`config.mk`:
```
export PLATFORM = sky130hd
export DESIGN_NAME = display_scanner
export DESIGN_NICKNAME = d
export VERILOG_FILES = /design/src/rtl/display_pkg.sv /design/src/rtl/refresh_prescaler.sv /design/src/rtl/display_scanner.sv
export SDC_FILE = /design/constraint.sdc
export NUM_CORES = 1
export LEC_CHECK = 0
export CAP_MARGIN = 10
export CELL_PAD_IN_SITES_DETAIL_PLACEMENT = 2
export CELL_PAD_IN_SITES_GLOBAL_PLACEMENT = 2
export CORE_MARGIN = 8
export CORE_UTILIZATION = 36
export CTS_BUF_LIST = sky130_fd_sc_hd__clkbuf_8
export DETAILED_ROUTE_END_ITERATION = 10
export DONT_BUFFER_PORTS = 1
export PLACE_DENSITY_LB_ADDON = 0.15
export SYNTH_ARGS = -nofsm -noshare
export SYNTH_HDL_FRONTEND = slang
export SYNTH_SLANG_ARGS = --single-unit
```
`constraint.sdc`:
```
create_clock -name clk -period 2.35 [get_ports clk]
set_clock_uncertainty 0.15 [all_clocks]
set_input_delay 0.47 -clock clk [delete_from_list [all_inputs] [get_ports clk]]
set_output_delay 0.47 -clock clk [all_outputs]
set_load 0.01 [all_outputs]
```
`src/rtl/display_pkg.sv`:
```
// Shared constants and types for the 4-digit multiplexed 7-segment scanner.
package display_pkg;
  typedef logic [3:0] digit_code_t;

  localparam int          N_DIGITS   = 4;
  localparam digit_code_t CODE_MINUS = 4'd10;
  localparam digit_code_t CODE_ERR   = 4'd15;
  localparam logic [3:0]  ANODE_OFF  = 4'b1111;

  // Active-low one-cold enable for the selected digit.
  function automatic logic [3:0] anode_for(input logic [1:0] idx);
    return ~(4'b0001 << idx);
  endfunction
endpackage

```
`src/rtl/refresh_prescaler.sv`:
```
// Free-running slot timer: counts 0..REFRESH_DIV-1 and flags the last count as a tick.
module refresh_prescaler #(
  parameter int REFRESH_DIV = 100000
) (
  input  logic clk,
  input  logic rst,
  output logic tick
);
  localparam int            CW   = $clog2(REFRESH_DIV);
  localparam logic [CW-1:0] LAST = CW'(REFRESH_DIV - 1);

  logic [CW-1:0] count;

  assign tick = (count == LAST);

  always_ff @(posedge clk) begin
    if (rst)       count <= '0;
    else if (tick) count <= '0;
    else           count <= count + CW'(1);
  end
endmodule

```
`src/rtl/display_scanner.sv`:
```
// Four-digit scanner with a one-deep load buffer committed only at frame wrap.
// Optional leading-zero blanking is enabled by defining LEADING_ZERO_BLANK_EN.
module display_scanner
  import display_pkg::*;
#(
  parameter int REFRESH_DIV = 100000
) (
  input  logic        clk,
  input  logic        rst,
  input  logic [15:0] bcd_in,
  input  logic        neg_in,
  input  logic        load_valid,
  output logic        load_ready,
  input  logic        blank,
  output digit_code_t digit_code,
  output logic [3:0]  anode,
  output logic        frame_start
);
  logic        tick;
  logic [1:0]  idx;
  logic        pending;
  logic [15:0] pend_bcd;
  logic        pend_neg;
  logic [15:0] disp_bcd;
  logic        disp_neg;
  logic        shown;
  logic [1:0]  shown_idx;
  logic [3:0]  lz;
  logic [3:0]  nib;
  digit_code_t code_nxt;
  logic [3:0]  anode_nxt;
  logic        commit;

  refresh_prescaler #(.REFRESH_DIV(REFRESH_DIV)) u_prescaler (
    .clk  (clk),
    .rst  (rst),
    .tick (tick)
  );

  assign load_ready = !pending;
  assign commit     = tick && (idx == 2'd3) && pending;

`ifdef LEADING_ZERO_BLANK_EN
  // A minus sign occupies digit 3, so only 2..1 are candidates when negative.
  logic upper_clear;
  always_comb begin
    lz          = '0;
    upper_clear = disp_neg || (disp_bcd[15:12] == 4'd0);
    lz[3]       = !disp_neg && (disp_bcd[15:12] == 4'd0);
    lz[2]       = upper_clear && (disp_bcd[11:8] == 4'd0);
    lz[1]       = lz[2] && (disp_bcd[7:4] == 4'd0);
  end
`else
  assign lz = '0;
`endif

  always_comb begin
    nib      = disp_bcd[{idx, 2'b00} +: 4];
    code_nxt = (nib > 4'd9) ? CODE_ERR : nib;
    if ((idx == 2'd3) && disp_neg) code_nxt = CODE_MINUS;
    anode_nxt = (blank || lz[idx]) ? ANODE_OFF : anode_for(idx);
  end

  always_ff @(posedge clk) begin
    if (rst) begin
      idx         <= '0;
      pending     <= 1'b0;
      pend_bcd    <= '0;
      pend_neg    <= 1'b0;
      disp_bcd    <= '0;
      disp_neg    <= 1'b0;
      digit_code  <= '0;
      anode       <= ANODE_OFF;
      frame_start <= 1'b0;
      shown       <= 1'b0;
      shown_idx   <= '0;
    end else begin
      if (tick) idx <= idx + 2'd1;

      if (commit) begin
        disp_bcd <= pend_bcd;
        disp_neg <= pend_neg;
        pending  <= 1'b0;
      end else if (load_valid && load_ready) begin
        pend_bcd <= bcd_in;
        pend_neg <= neg_in;
        pending  <= 1'b1;
      end

      // Pulse on entry to digit 0, including the very first update after reset.
      digit_code  <= code_nxt;
      anode       <= anode_nxt;
      frame_start <= (idx == 2'd0) && (!shown || (shown_idx != 2'd0));
      shown       <= 1'b1;
      shown_idx   <= idx;
    end
  end
endmodule

```
==> out/qor.json, run 1 <==
{
  "layout_net_count": {"value": 311},
  "synth_fp_nets": {"value": 310},
  "worstHoldEndpoint": {"value": "pend_neg"},
  "start_util": {"value": 36.8, "unit": "%"},
  "report.final.hold_viol_count": {"value": 0},
  "hp-class": {"value": "primary input to register"},
  "setup_viol": {"value": 0},
  "timing.hold.worst.start": {"value": "rst"},
  "postSynth.topFlopCell": {"value": "dfxtp_1"},
  "die_width": {"value": 102, "unit": "um"},
  "critical-path-slowest-cell": {"value": "nor2_8"},
  "post-route-period-util": {"value": 89.4, "unit": "%"},
  "synth_top_cell_area_share": {"value": 50.0, "unit": "%"},
  "final-max-slew-violation-count": {"value": 0},
  "async_flop_share": {"value": 0, "unit": "%"},
  "fin_area": {"value": 2880, "unit": "um2"},
  "leakagePower": {"value": 1.07, "unit": "nW"},
  "detailedPlacementHpwl": {"value": 4320, "unit": "um"},
  "cts_inserted_buffers": {"value": 9},
  "clkSinkCount": {"value": 66},
  "htree_num_levels": {"value": 3},
  "hold_slack": {"value": 0.0429, "unit": "ns"},
  "dr_total_vias": {"value": 1908},
  "tightestPinTransition": {"value": 0.601, "unit": "ns"},
  "number_of_global_route_vias_before_repair": {"value": 2106},
  "fin_setup_tns": {"value": 0, "unit": "ns"},
  "globalRoute.totalOverflow": {"value": 0},
  "worst_setup_hold_path_clk_slew": {"value": 0.07, "unit": "ns"},
  "final_util": {"value": 40.2, "unit": "%"},
  "multi_input_gate_area": {"value": 1210, "unit": "um2"},
  "timing.critical_path.arrival": {"value": 2.21, "unit": "ns"},
  "worst-endpoint-required": {"value": 2.46, "unit": "ns"},
  "library_cells_used_by_synthesis": {"value": 31},
  "wire_length_of_the_first_global_routing_pass": {"value": 10500, "unit": "um"},
  "ctsRootBufferMaster": {"value": "clkbuf_8"},
  "grt_max_degree": {"value": 31},
  "cp-end-kind": {"value": "register"},
  "clock_insertion_delay_worst_skew": {"value": 0.34, "unit": "ns"},
  "post_cts.repair.setup_buffers": {"value": 0},
  "cp_cell_sequence": {"value": "ha_1 -> and4_1 -> nand4_4 -> nor2_8 -> mux2i_1"},
  "num_antenna_cells": {"value": 0},
  "critical_path.max_fanout": {"value": 18},
  "post_synthesis_sequential_area_ratio": {"value": 50.0, "unit": "%"},
  "drc": {"value": 0},
  "route.antenna.remaining_nets": {"value": 0},
  "relSlewSlack": {"value": 59.8, "unit": "%"},
  "synth_warnings": {"value": 0},
  "wl_per_cell": {"value": 15.8, "unit": "um"},
  "drt_iter0_drc": {"value": 58},
  "gr-usage-all-layers": {"value": 13.3, "unit": "%"},
  "cts_repair_resize_count": {"value": 0},
  "timing.fmax": {"value": 476, "unit": "MHz"},
  "tritoncts_clock_tree": {"value": "built"},
  "finalNonFillerCells": {"value": 389},
  "synth_common_cells": {"value": "nand2_1, dfxtp_1, nor2_1, a21oi_1, mux2i_1"},
  "whs_path_depth": {"value": 1},
  "cell_row_count": {"value": 31},
  "worst_r2r_startpoint": {"value": "u_prescaler.count[0]"},
  "setup.reg_to_reg.worst_slack": {"value": 0.25, "unit": "ns"},
  "first_pass_iters": {"value": 4},
  "cts_max_path_buffers": {"value": 2},
  "postPlaceCellArea": {"value": 2720, "unit": "um2"},
  "design.die.area": {"value": 10300, "unit": "um2"},
  "start_kind": {"value": "register"},
  "outcome": {"value": "completed"},
  "critical_path.max_stage_delay": {"value": 0.41, "unit": "ns"},
  "syn_area": {"value": 2640, "unit": "um2"},
  "crit_buf_inv": {"value": 0},
  "vias_per_cell": {"value": 4.90},
  "crit_family": {"value": "simple AND/OR/NAND/NOR gates"},
  "vdd_ir_drop_max": {"value": 0.223, "unit": "mV"},
  "pwr_density_cell": {"value": 705, "unit": "nW/um2"},
  "globalplace.congestion": {"value": 0.730},
  "synth.avg_cell_area": {"value": 9.30, "unit": "um2"},
  "die_height": {"value": 102, "unit": "um"},
  "core_area": {"value": 7180, "unit": "um2"},
  "layout-drive-gt1-share": {"value": 9.66, "unit": "%"},
  "postSynthRegisterBits": {"value": 66},
  "unrepaired_setup_endpoints_after_global_routing": {"value": "false"},
  "worstSetupPathType": {"value": "register to register"},
  "finalWirelength": {"value": 6140, "unit": "um"},
  "dp.cells": {"value": 373},
  "seq_area": {"value": 1320, "unit": "um2"},
  "worst_r2r_path_depth": {"value": 5},
  "layout.filler_cells": {"value": 802},
  "yosys.cell_count.top_type": {"value": "nand2_1"},
  "worst_r2r_endpoint": {"value": "disp_bcd[15]"},
  "yosysTopAreaCell": {"value": "dfxtp_1"},
  "cts_hold_repair.buffers": {"value": 0},
  "edff_count_synth": {"value": 0},
  "io-pin-count": {"value": 31},
  "synth_top_cells_by_area": {"value": "dfxtp_1, nand2_1, mux2i_1"},
  "port_buffers": {"value": 0},
  "min_cycle_time_layout": {"value": 2.10, "unit": "ns"},
  "post_synthesis_to_final_layout_area_growth": {"value": 9.19, "unit": "%"},
  "synthCells": {"value": 284},
  "antenna_found_initial": {"value": 0},
  "cap_violations": {"value": 0}
}
## metal layers
metal | routed length [um] | up-vias | track usage, %
met2 | 2720 | 30 | 20.3
met4 | 128 | 0 | 7.22
met1 | 3000 | 917 | 16.5
met5 | 0 | - | 0
met3 | 303 | 10 | 3.99
li1 | - | 951 | -
## placed cells by master (no fill, tap or decap), types with 3 or more instances in the layout
cell type / Yosys / final
nand3_1: 5 / 5
mux4_2: 4 / 4
mux2i_1: 18 / 18
nand2_1: 79 / 79
and4_1: 4 / 4
nor2_1: 23 / 23
a21oi_1: 22 / 22
dfxtp_1: 66 / 66
xor2_1: 12 / 12
inv_1: 6 / 9
nand4_1: 6 / 6
clkinv_2: 0 / 3
ha_1: 5 / 5
o21ai_0: 3 / 3
buf_4: 0 / 5
clkbuf_8: 0 / 10
## worst max-delay path by stage
stage                          from                     to  depth (start not counted)
4_1_cts        u_prescaler.count[0]  u_prescaler.count[13]                          5
2_1_floorplan  u_prescaler.count[0]           disp_bcd[10]                          7
6_report       u_prescaler.count[0]           disp_bcd[15]                          5
3_3_place_gp   u_prescaler.count[0]   u_prescaler.count[7]                          5
5_1_grt        u_prescaler.count[0]   u_prescaler.count[9]                          5
3_5_place_dp   u_prescaler.count[0]  u_prescaler.count[13]                          5
## power breakdown
part	total (mW)	leakage [nW]	switching, mW	internal, mW
combinational	0.0726	0.437	0.0480	0.0246
sequential	1.16	0.536	0.0161	1.14
clock	0.802	0.0996	0.408	0.394
total	2.03	1.07	0.472	1.56
## flip-flops by register name, summed over array words and instances (netlist names)
name / count
idx: 2
anode: 4
u_prescaler.count: 17
shown_idx: 2
disp_neg: 1
disp_bcd: 16
digit_code: 4
pending: 1
shown: 1
pend_neg: 1
frame_start: 1
pend_bcd: 16
## worst reg2reg max path, cell delays in order, from the launching register on
cell     delay, ns
dfxtp_1       0.39
ha_1          0.24
and4_1        0.38
nand4_4       0.22
nor2_8        0.41
mux2i_1       0.26
## layout make-up
type / count / share of cell area (%)
tap: 99 / 4.30
sequential: 66 / 45.8
multi-input combinational: 197 / 42.1
timing repair buffer: 5 / 1.30
clock inverter: 6 / 0.911
inverter: 6 / 0.781
clock buffer: 10 / 4.77
## logic make-up after synthesis
family                     Yosys count  synth area share, %
DFF                                 66                 50.0
xor gates and xnor gates            14                 4.64
buffers and inverters               21                 3.98
AOI/OAI and AO/OA                   27                 5.45
and+or+nand+nor                    129                 23.3
muxes                               22                 10.2
adders and majority gates            5                 2.37
## through the flow
stage               setup slack [ns]  total power, mW
floorplan                      0.574             1.24
global placement               0.396             1.26
detailed placement             0.213             1.26
CTS                            0.207             2.07
global route                  0.0521             2.13
finish                         0.249             2.03
No activity file was read; power rests on OpenSTA's default activity.
==> inputs of run 2 (changes only) <==
--- a/config.mk
+++ b/config.mk
@@ -9,11 +9,12 @@
 export CELL_PAD_IN_SITES_DETAIL_PLACEMENT = 2
 export CELL_PAD_IN_SITES_GLOBAL_PLACEMENT = 2
 export CORE_MARGIN = 8
-export CORE_UTILIZATION = 36
+export CORE_UTILIZATION = 40
 export CTS_BUF_LIST = sky130_fd_sc_hd__clkbuf_8
 export DETAILED_ROUTE_END_ITERATION = 10
 export DONT_BUFFER_PORTS = 1
 export PLACE_DENSITY_LB_ADDON = 0.15
+export REMOVE_ABC_BUFFERS = 1
 export SYNTH_ARGS = -nofsm -noshare
 export SYNTH_HDL_FRONTEND = slang
 export SYNTH_SLANG_ARGS = --single-unit
==> out/qor.json, run 2 (synthesis gave the netlist of run 1 again) <==
{
  "die_height": {"value": 97.3, "unit": "um"},
  "clkSinkCount": {"value": 66},
  "critical_path.max_fanout": {"value": 18},
  "cts_repair_resize_count": {"value": 0},
  "globalRoute.totalOverflow": {"value": 0},
  "drt_iter0_drc": {"value": 56},
  "detailedPlacementHpwl": {"value": 4220, "unit": "um"},
  "core_area": {"value": 6390, "unit": "um2"},
  "leakagePower": {"value": 1.09, "unit": "nW"},
  "dr_total_vias": {"value": 1889},
  "whs_path_depth": {"value": 1},
  "post_cts.repair.setup_buffers": {"value": 0},
  "tritoncts_clock_tree": {"value": "built"},
  "num_antenna_cells": {"value": 0},
  "hp-class": {"value": "primary input to register"},
  "start_util": {"value": 41.4, "unit": "%"},
  "vdd_ir_drop_max": {"value": 0.353, "unit": "mV"},
  "unrepaired_setup_endpoints_after_global_routing": {"value": "false"},
  "ctsRootBufferMaster": {"value": "clkbuf_8"},
  "start_kind": {"value": "register"},
  "cap_violations": {"value": 0},
  "met3_length": {"value": 219, "unit": "um"},
  "met2_wirelength_from_detailed_routing": {"value": 2990, "unit": "um"},
  "grt_max_degree": {"value": 28},
  "worstSetupPathType": {"value": "register to register"},
  "wl_per_cell": {"value": 16.9, "unit": "um"},
  "critPathLaunch": {"value": "u_prescaler.count[0]"},
  "pwr_density_cell": {"value": 758, "unit": "nW/um2"},
  "post_synthesis_to_final_layout_area_growth": {"value": 9.95, "unit": "%"},
  "number_of_global_route_vias_before_repair": {"value": 2105},
  "report.final.hold_viol_count": {"value": 0},
  "layout_net_count": {"value": 312},
  "cts_hold_repair.buffers": {"value": 0},
  "timing.hold.worst.start": {"value": "rst"},
  "io-pin-count": {"value": 31},
  "fin_setup_tns": {"value": 0, "unit": "ns"},
  "vias_per_cell": {"value": 5.15},
  "dp.cells": {"value": 352},
  "dp_worst_setup_slack": {"value": 0.286, "unit": "ns"},
  "worst-endpoint-required": {"value": 2.46, "unit": "ns"},
  "timing.fmax": {"value": 490, "unit": "MHz"},
  "layout.filler_cells": {"value": 715},
  "drc": {"value": 0},
  "final-max-slew-violation-count": {"value": 0},
  "design.die.area": {"value": 9460, "unit": "um2"},
  "number_of_flip_flops_under_the_largest_register_name": {"value": 17},
  "biggestRegsByFlops": {"value": "u_prescaler.count x17, disp_bcd x16, pend_bcd x16"},
  "report.power.total": {"value": 2.20, "unit": "mW"},
  "worst_setup_hold_path_clk_slew": {"value": 0.07, "unit": "ns"},
  "gr-usage-all-layers": {"value": 13.7, "unit": "%"},
  "wire_length_of_the_first_global_routing_pass": {"value": 10500, "unit": "um"},
  "port_buffers": {"value": 0},
  "met1_length": {"value": 2850, "unit": "um"},
  "cp-end-kind": {"value": "register"},
  "htree_num_levels": {"value": 3},
  "layout_setup_ws": {"value": 0.310, "unit": "ns"},
  "setup_viol": {"value": 0},
  "largest-register": {"value": "u_prescaler.count"},
  "multi_input_gate_area": {"value": 1210, "unit": "um2"},
  "tightestPinTransition": {"value": 0.619, "unit": "ns"},
  "finalWirelength": {"value": 6220, "unit": "um"},
  "timing.critical_path.arrival": {"value": 2.15, "unit": "ns"},
  "cell_row_count": {"value": 29},
  "mostFrequentLayoutCells": {"value": "nand2_1, dfxtp_1, nor2_1"},
  "min_cycle_time_layout": {"value": 2.04, "unit": "ns"},
  "cts_max_path_buffers": {"value": 2},
  "first_pass_iters": {"value": 4},
  "worst_r2r_path_depth": {"value": 5},
  "outcome": {"value": "completed"},
  "antenna_found_initial": {"value": 0},
  "worst_r2r_startpoint": {"value": "u_prescaler.count[0]"},
  "top_signal_layer_used": {"value": "met4"},
  "layout.cells.most_common": {"value": "nand2_1"},
  "layout-drive-gt1-share": {"value": 10.3, "unit": "%"},
  "seq_area": {"value": 1320, "unit": "um2"},
  "cts_inserted_buffers": {"value": 9},
  "die_width": {"value": 97.3, "unit": "um"},
  "route.antenna.remaining_nets": {"value": 0},
  "clock_insertion_delay_worst_skew": {"value": 0.33, "unit": "ns"},
  "relSlewSlack": {"value": 58.6, "unit": "%"},
  "post-route-period-util": {"value": 86.8, "unit": "%"},
  "globalplace.congestion": {"value": 0.711},
  "finalNonFillerCells": {"value": 367}
}
-- run 2: through the flow --
step	instance area [um2]	hold slack, ns	util, %
finish	2900	0.0444	45.5
global route	2900	0.0254	45.5
CTS	2900	0.0282	45.5
detailed placement	2700	0.295	42.3
global placement	2700	0.289	42.3
floorplan	2560	0.276	-
-- run 2: path summary, 6_finish.rpt --
check	slack (ns)	endpoint
min reg2reg	0.30	pend_bcd[6]
max reg2reg	0.31	disp_bcd[2]
min	0.04	pend_bcd[3]
max	0.31	disp_bcd[2]
-- run 2: critical path: stages (launching register included) --
cell and delay [ns]:
dfxtp_1 0.38, ha_1 0.22, and4_1 0.35, nand4_4 0.22
nor2_8 0.40, mux2i_1 0.25
-- run 2: routing by layer --
layer	vias to the layer above	GRT usage [%]
li1	948	-
met3	10	4.20
met1	902	15.4
met2	29	22.9
met5	-	0
met4	0	6.64
-- run 2: cell type report --
cell class                 instances  area share [%]
clock inverter                     3            1.34
clock buffer                      12            5.69
sequential                        66            45.5
tap                               77            3.32
inverter                           6           0.776
multi-input combinational        197            41.8
timing repair buffer               6            1.55
-- run 2: power breakdown --
part | switching (mW) | total (mW) | leakage [nW] | internal [mW]
Combinational | 0.0492 | 0.0733 | 0.443 | 0.0241
Clock | 0.405 | 0.971 | 0.110 | 0.566
Sequential | 0.0149 | 1.16 | 0.536 | 1.14
